**src/rtl/mc_pkg.sv**
```systemverilog
// Shared encodings for the multicycle controller: states, opcodes, mux-select codes,
// ALU codes, and the per-state control word.
package mc_pkg;

    typedef enum logic [3:0] {
        S_FETCH    = 4'd0,
        S_DECODE   = 4'd1,
        S_MEMADR   = 4'd2,
        S_MEMREAD  = 4'd3,
        S_MEMWB    = 4'd4,
        S_MEMWRITE = 4'd5,
        S_EXECR    = 4'd6,
        S_EXECI    = 4'd7,
        S_ALUWB    = 4'd8,
        S_BEQ      = 4'd9,
        S_JAL      = 4'd10,
        S_HALT     = 4'd11
    } state_e;

    localparam logic [6:0] OP_LW  = 7'b0000011;
    localparam logic [6:0] OP_SW  = 7'b0100011;
    localparam logic [6:0] OP_R   = 7'b0110011;
    localparam logic [6:0] OP_I   = 7'b0010011;
    localparam logic [6:0] OP_BEQ = 7'b1100011;
    localparam logic [6:0] OP_JAL = 7'b1101111;

    localparam logic [1:0] SRCA_PC    = 2'b00;
    localparam logic [1:0] SRCA_OLDPC = 2'b01;
    localparam logic [1:0] SRCA_REG   = 2'b10;

    localparam logic [1:0] SRCB_RD2  = 2'b00;
    localparam logic [1:0] SRCB_IMM  = 2'b01;
    localparam logic [1:0] SRCB_FOUR = 2'b10;

    localparam logic [1:0] RES_ALUOUT    = 2'b00;
    localparam logic [1:0] RES_DATA      = 2'b01;
    localparam logic [1:0] RES_ALURESULT = 2'b10;

    localparam logic [2:0] IMM_I = 3'b000;
    localparam logic [2:0] IMM_S = 3'b001;
    localparam logic [2:0] IMM_B = 3'b010;
    localparam logic [2:0] IMM_J = 3'b011;

    localparam logic [2:0] ALU_ADD = 3'b000;
    localparam logic [2:0] ALU_SUB = 3'b001;
    localparam logic [2:0] ALU_AND = 3'b010;
    localparam logic [2:0] ALU_OR  = 3'b011;
    localparam logic [2:0] ALU_SLT = 3'b101;

    localparam logic [1:0] ALUOP_ADD   = 2'b00;
    localparam logic [1:0] ALUOP_SUB   = 2'b01;
    localparam logic [1:0] ALUOP_FUNCT = 2'b10;

    // branch marks BEQ, where the PC enable comes from the live zero flag
    typedef struct packed {
        logic       pc_write;
        logic       branch;
        logic       adr_src;
        logic       mem_write;
        logic       ir_write;
        logic       reg_write;
        logic [1:0] result_src;
        logic [1:0] alu_src_a;
        logic [1:0] alu_src_b;
        logic [1:0] alu_op;
    } ctrl_t;

    function automatic ctrl_t state_ctrl(input state_e s);
        ctrl_t c;
        c = '0;
        case (s)
            S_FETCH: begin
                c.ir_write   = 1'b1;
                c.pc_write   = 1'b1;
                c.alu_src_a  = SRCA_PC;
                c.alu_src_b  = SRCB_FOUR;
                c.result_src = RES_ALURESULT;
            end
            S_DECODE: begin
                c.alu_src_a = SRCA_OLDPC;
                c.alu_src_b = SRCB_IMM;
            end
            S_MEMADR: begin
                c.alu_src_a = SRCA_REG;
                c.alu_src_b = SRCB_IMM;
            end
            S_MEMREAD: c.adr_src = 1'b1;
            S_MEMWB: begin
                c.result_src = RES_DATA;
                c.reg_write  = 1'b1;
            end
            S_MEMWRITE: begin
                c.adr_src   = 1'b1;
                c.mem_write = 1'b1;
            end
            S_EXECR: begin
                c.alu_src_a = SRCA_REG;
                c.alu_src_b = SRCB_RD2;
                c.alu_op    = ALUOP_FUNCT;
            end
            S_EXECI: begin
                c.alu_src_a = SRCA_REG;
                c.alu_src_b = SRCB_IMM;
                c.alu_op    = ALUOP_FUNCT;
            end
            S_ALUWB: c.reg_write = 1'b1;
            S_BEQ: begin
                c.alu_src_a = SRCA_REG;
                c.alu_src_b = SRCB_RD2;
                c.alu_op    = ALUOP_SUB;
                c.branch    = 1'b1;
            end
            S_JAL: begin
                c.alu_src_a = SRCA_OLDPC;
                c.alu_src_b = SRCB_FOUR;
                c.pc_write  = 1'b1;
            end
            default: c = '0;
        endcase
        return c;
    endfunction

    function automatic logic [2:0] imm_sel(input logic [6:0] op);
        case (op)
            OP_SW:   return IMM_S;
            OP_BEQ:  return IMM_B;
            OP_JAL:  return IMM_J;
            default: return IMM_I;
        endcase
    endfunction

endpackage

```
**src/rtl/mc_alu_decoder.sv**
```systemverilog
// ALU control decode: the state forces add/sub, otherwise funct3 (and funct7_5 for R-type) selects.
module mc_alu_decoder
    import mc_pkg::*;
(
    input  logic [1:0] aluOp,
    input  logic [2:0] funct3,
    input  logic       funct7_5,
    input  logic       isRtype,
    output logic [2:0] aluControl
);

    always_comb begin
        aluControl = ALU_ADD;
        case (aluOp)
            ALUOP_SUB: aluControl = ALU_SUB;
            ALUOP_FUNCT: begin
                case (funct3)
                    3'b000:  aluControl = (isRtype && funct7_5) ? ALU_SUB : ALU_ADD;
                    3'b010:  aluControl = ALU_SLT;
                    3'b110:  aluControl = ALU_OR;
                    3'b111:  aluControl = ALU_AND;
                    default: aluControl = ALU_ADD;
                endcase
            end
            default: aluControl = ALU_ADD;
        endcase
    end

endmodule

```
**src/rtl/mc_control_fsm.sv**
```systemverilog
// Multicycle RV32I-subset main controller (Moore FSM with registered control word).
// Define MC_ILLEGAL_TRAP_EN to trap unknown opcodes into a sticky HALT state.
module mc_control_fsm
    import mc_pkg::*;
#(
    parameter int CNT_W   = 32,
    parameter int STATE_W = 4
) (
    input  logic               clk,
    input  logic               rst,
    input  logic [6:0]         opcode,
    input  logic [2:0]         funct3,
    input  logic               funct7_5,
    input  logic               zero,
    output logic               pcWrite,
    output logic               adrSrc,
    output logic               memWrite,
    output logic               irWrite,
    output logic               regWrite,
    output logic [1:0]         resultSrc,
    output logic [1:0]         aluSrcA,
    output logic [1:0]         aluSrcB,
    output logic [2:0]         immSrc,
    output logic [2:0]         aluControl,
    output logic [STATE_W-1:0] state,
    output logic [CNT_W-1:0]   instret,
    output logic               illegal
);

    state_e           state_q, state_d;
    ctrl_t            ctrl_q, ctrl_d;
    logic [CNT_W-1:0] instret_q, instret_d;
    logic             illegal_q, illegal_d;

    always_comb begin
        state_d = state_q;
        case (state_q)
            S_FETCH:  state_d = S_DECODE;
            S_DECODE: begin
                case (opcode)
                    OP_LW, OP_SW: state_d = S_MEMADR;
                    OP_R:         state_d = S_EXECR;
                    OP_I:         state_d = S_EXECI;
                    OP_BEQ:       state_d = S_BEQ;
                    OP_JAL:       state_d = S_JAL;
`ifdef MC_ILLEGAL_TRAP_EN
                    default:      state_d = S_HALT;
`else
                    default:      state_d = S_FETCH;
`endif
                endcase
            end
            S_MEMADR:   state_d = (opcode == OP_SW) ? S_MEMWRITE : S_MEMREAD;
            S_MEMREAD:  state_d = S_MEMWB;
            S_EXECR,
            S_EXECI,
            S_JAL:      state_d = S_ALUWB;
`ifdef MC_ILLEGAL_TRAP_EN
            S_HALT:     state_d = S_HALT;
`endif
            default:    state_d = S_FETCH;
        endcase

        // Outputs are registered from the next state so they line up with state_q
        ctrl_d = state_ctrl(state_d);

        instret_d = instret_q;
        if (state_d == S_FETCH) begin
            instret_d = instret_q + CNT_W'(1);
        end

`ifdef MC_ILLEGAL_TRAP_EN
        illegal_d = illegal_q | (state_d == S_HALT);
`else
        illegal_d = 1'b0;
`endif
    end

    always_ff @(posedge clk) begin
        if (rst) begin
            state_q   <= S_FETCH;
            ctrl_q    <= state_ctrl(S_FETCH);
            instret_q <= '0;
            illegal_q <= 1'b0;
        end else begin
            state_q   <= state_d;
            ctrl_q    <= ctrl_d;
            instret_q <= instret_d;
            illegal_q <= illegal_d;
        end
    end

    // Write enables are gated by rst so an abandoned instruction cannot commit anything
    assign pcWrite   = ~rst & (ctrl_q.pc_write | (ctrl_q.branch & zero));
    assign irWrite   = ~rst & ctrl_q.ir_write;
    assign regWrite  = ~rst & ctrl_q.reg_write;
    assign memWrite  = ~rst & ctrl_q.mem_write;
    assign adrSrc    = ctrl_q.adr_src;
    assign resultSrc = ctrl_q.result_src;
    assign aluSrcA   = ctrl_q.alu_src_a;
    assign aluSrcB   = ctrl_q.alu_src_b;
    assign immSrc    = imm_sel(opcode);
    assign state     = STATE_W'(state_q);
    assign instret   = instret_q;
    assign illegal   = illegal_q;

    mc_alu_decoder u_alu_decoder (
        .aluOp      (ctrl_q.alu_op),
        .funct3     (funct3),
        .funct7_5   (funct7_5),
        .isRtype    (state_q == S_EXECR),
        .aluControl (aluControl)
    );

endmodule

```
**config.mk**
```make
export PLATFORM = sky130hd
export DESIGN_NAME = mc_control_fsm
export DESIGN_NICKNAME = d
export VERILOG_FILES = /design/src/rtl/mc_pkg.sv /design/src/rtl/mc_alu_decoder.sv /design/src/rtl/mc_control_fsm.sv
export SDC_FILE = /design/constraint.sdc
export NUM_CORES = 1
export LEC_CHECK = 0
export BUFFER_PORTS_ARGS = -buffer_cell sky130_fd_sc_hd__buf_2
export CORE_MARGIN = 2
export CORE_UTILIZATION = 57
export DETAILED_ROUTE_END_ITERATION = 10
export PLACE_DENSITY = 0.85
export SLEW_MARGIN = 20
export SYNTH_ARGS = -nofsm -noshare
export SYNTH_HDL_FRONTEND = slang
export SYNTH_HIERARCHICAL = 1
export SYNTH_SLANG_ARGS = --single-unit
export TNS_END_PERCENT = 5
```
**constraint.sdc**
```tcl
create_clock -name clk -period 5.65 [get_ports clk]
set_clock_uncertainty 0.15 [all_clocks]
set_input_delay 0.8475 -clock clk [delete_from_list [all_inputs] [get_ports clk]]
set_output_delay 0.8475 -clock clk [all_outputs]
set_load 0.1 [all_outputs]
```
==> metrics.txt <==
result of the run completed; combinational group share of total power a little over an eighth; clock root buffer sky130_fd_sc_hd__clkbuf_8; CP required 4.65 ns; data arrival at the endpoint of the critical path ~2.1 ns; portion of netlist area occupied by mux cells approximately 2.1%; peak fanout along the critical path 5; worst slew margin relative to its limit 37.56%; number of buffers on the longest clock path 2; antenna viol nets, final 0; count of final hold-check violations 0; clock share of power a little over a third; Peak supply drop about 160 µV; main combinational cell family by area after synthesis simple AND/OR/NAND/NOR gates; static leakage power ~1.2 nW; post-synthesis sequential area ratio between 30 and 40%; number of clock buffers inserted by TritonCTS 5; antenna violations before repair 0; hold path startpoint instret[15]; leading cell types by count after synthesis sky130_fd_sc_hd__dfxtp_1 (50), sky130_fd_sc_hd__a21oi_1 (26), sky130_fd_sc_hd__nor2_1 (24), sky130_fd_sc_hd__nand2_1 (21), sky130_fd_sc_hd__nand3_1 (15); maximum capacitance violations 0; CP most frequent cell sky130_fd_sc_hd__nor2_1; Post-Synthesis Cell Area 0.002730 mm²; number of nets in the final layout 386; end-of-flow core utilization 66.39%; Core Area 0.004661 mm²; fraction of the mapped netlist area in adder cells under 10%; ports placed on the boundary between 60 and 70; Reg-to-Reg End instret[26]; vias in the first global route around 2200; WS Path Type input pin to output pin; width of the die roughly 73 µm; endpoint type of the worst setup path output pin; Worst Hold Class register to register; count of pins over their slew limit 0; DRC marker count from the first detailed-route iteration 250; mean cell area of the mapped netlist 8.479 µm²; placement row count 25; clock slew seen by the registers of the worst setup and hold paths roughly 0.090 ns; routed length on met1 around 2900 µm; Highest Signal Layer met4; cell count of the worst hold path 2; total global-route track usage 23.91%; number of search-and-repair iterations in the first detailed-routing pass 4; Synth top area share 36.66%; hold buffer count at CTS 0; Sum Neg Setup Slack 0 ns; area leader, netlist sky130_fd_sc_hd__dfxtp_1; setup repair after global routing missed its margin false; Distinct cells, synth 50; IO buf count 65; asr flop ratio synth 0%; global route overflow 0; Die Y ~73 µm; placer's final routability congestion estimate 0.9072; launching instance or port of the critical path opcode[2]; first-pass GRT wire length around 10000 µm; worst flop-to-flop path startpoint state[0]; Period Utilization, post-route 55.01%; top cells by area, synth sky130_fd_sc_hd__dfxtp_1 (37%), sky130_fd_sc_hd__a21oi_1 (4.8%), sky130_fd_sc_hd__or4_1 (3.8%); number of gates resized after CTS 0; hpwl dp about 4300 µm; maximum cell stage delay along the critical path 0.43 ns; drt wl/cell 14.96 µm; Ys Warns 6; # clock sinks 50; Min Clock Period, post-route slightly above 3 ns; Worst Reg-to-Reg Cells 7; ratio of cells with drive above 1 in the final layout 23.24%; capture endpoint of the worst hold path instret[15]; insertion delay to the later sink of the worst-skew pair 0.31 ns; launching element type of the critical path input pin; Primary FF master, synth sky130_fd_sc_hd__dfxtp_1; number of enable flip-flop cells after synthesis 0; power dissipated by switching net loads about 0.21 mW; cell internal power dissipation just over 0.5 mW; share of synthesized cell area in and, or, nand and nor gates roughly a third; power density over the cells around 230 mW/mm²; complex-gate fraction of the synthesized area ~18%; TritonCTS clock tree yes; flops & latches, synth 50; maximum number of pins on one net before global-route repair 49; slack of the worst reg-to-reg path 2.77 ns; number of antenna repair diodes 0; total met2 wirelength after detailed routing ~3000 µm; DRC violations left 0; most frequently used cell type in the post-synthesis netlist sky130_fd_sc_hd__dfxtp_1; number of endpoints failing setup at the final stage 0; H-tree depth 2; cells along the critical path buf_2 -> nand4bb_4 -> nor2_1 -> nor2_1 -> nor2_1 -> buf_2; Fmax 321.8 MHz; proportion of power drawn by flip-flops and latches between 50% and 60%; routed via count divided by cell count about 6.2; detailed-route wire length about 6300 µm; Worst Tran Pin Value roughly 0.93 ns; die outline area roughly 0.0054 mm²; total met3 wirelength after detailed routing between 300 and 400 µm; share of the synthesized netlist area taken by xor and xnor gates less than 1%; Syn Inst Count around 320; initial core utilization 58.58%; routed vias 2631; layout overhead on the synthesized area 13.34%; Switching Share a little under 30%; number of buffers added for setup after CTS 0; cell with the largest stage delay on the worst path sky130_fd_sc_hd__buf_2
-- sequential cells by signal (all words and copies together), names as in the netlist --
register   cells
aluSrcB        2
state          4
ctrl_q         7
instret       32
aluSrcA        2
resultSrc      2
adrSrc         1
-- critical path, delay by kind of cell --
family | cells | cell delay (ns)
buffers and inverters | 2 | 0.56
and+or+nand+nor | 4 | 0.70
-- final cells by class --
cell class,count,area [µm²]
Timing Repair Buffer,66,332.8
Clock buffer,5,68.82
Inverter,10,37.54
Fill cell,392,1567
Tap cell,54,67.56
Sequential cell,50,1001
Multi-Input combinational cell,236,1538
Clock inverter,3,48.80
-- layer usage --
| metal | up-vias | GRT usage, % |
|---|---|---|
| li1 | 1306 | - |
| met1 | 1220 | 32.30 |
| met2 | 97 | 38.14 |
| met4 | 0 | 8.025 |
| met5 | - | 0 |
| met3 | 8 | 4.696 |
-- cells in the final DEF, fill, tap and decap left out, types with 7 or more instances in the layout --
| cell type | Yosys | routed |
|---|---|---|
| sky130_fd_sc_hd__nand4_1 | 11 | 11 |
| sky130_fd_sc_hd__o31ai_1 | 12 | 12 |
| sky130_fd_sc_hd__or4_1 | 14 | 14 |
| sky130_fd_sc_hd__nor2_1 | 24 | 24 |
| sky130_fd_sc_hd__nor4_1 | 14 | 14 |
| sky130_fd_sc_hd__dfxtp_1 | 50 | 50 |
| sky130_fd_sc_hd__o41ai_1 | 8 | 8 |
| sky130_fd_sc_hd__a21oi_1 | 26 | 26 |
| sky130_fd_sc_hd__inv_1 | 10 | 10 |
| sky130_fd_sc_hd__o21a_1 | 8 | 8 |
| sky130_fd_sc_hd__nand3_1 | 15 | 14 |
| sky130_fd_sc_hd__nand2_1 | 21 | 21 |
| sky130_fd_sc_hd__nor3_1 | 7 | 7 |
| sky130_fd_sc_hd__nor2b_1 | 9 | 9 |
| sky130_fd_sc_hd__buf_2 | 6 | 65 |
| sky130_fd_sc_hd__o21ai_0 | 7 | 7 |
-- power by group through the flow --
stage	registers (mW)	logic, mW	clock network (mW)
floorplan	0.382	0.0669	0
global placement	0.369	0.0918	0
detailed placement	0.370	0.0931	0
CTS	0.361	0.0936	0.267
global route	0.362	0.0998	0.281
finish	0.361	0.0941	0.261
-- kinds of logic (layout without fill, tap and decap cells) --
group,count (synthesis),in the layout
AND/OR/NAND/NOR,152,152
XOR/XNOR,1,1
buffers and inverters,37,84
other,1,2
adder cells (fa/ha/maj),3,3
AO/OA/AOI/OAI,73,73
flip-flops,50,50
multiplexers,5,5
-- worst max-delay path by stage --
stage	end	slack (ns)	cells after the start
after floorplan	aluControl[2]	0.59	2
after global placement	instret[7]	2.04	7
after detailed placement	instret[7]	1.91	7
after CTS	instret[7]	2.24	7
after global routing	instret[7]	2.39	7
final	immSrc[0]	2.54	6
-- metrics by stage --
step,total power [mW],cell area [µm²],hold slack [ns],std cells,setup WS [ns]
floorplan,0.4492,2734,0.7777,323,0.5865
global placement,0.4613,2972,0.3235,416,2.036
detailed placement,0.4627,2972,0.3246,416,1.910
CTS,0.7218,3089,0.3485,424,2.236
global route,0.7434,3094,0.3704,424,2.392
finish,0.7168,3094,0.3511,424,2.542
No activity file was read; power rests on OpenSTA's default activity.
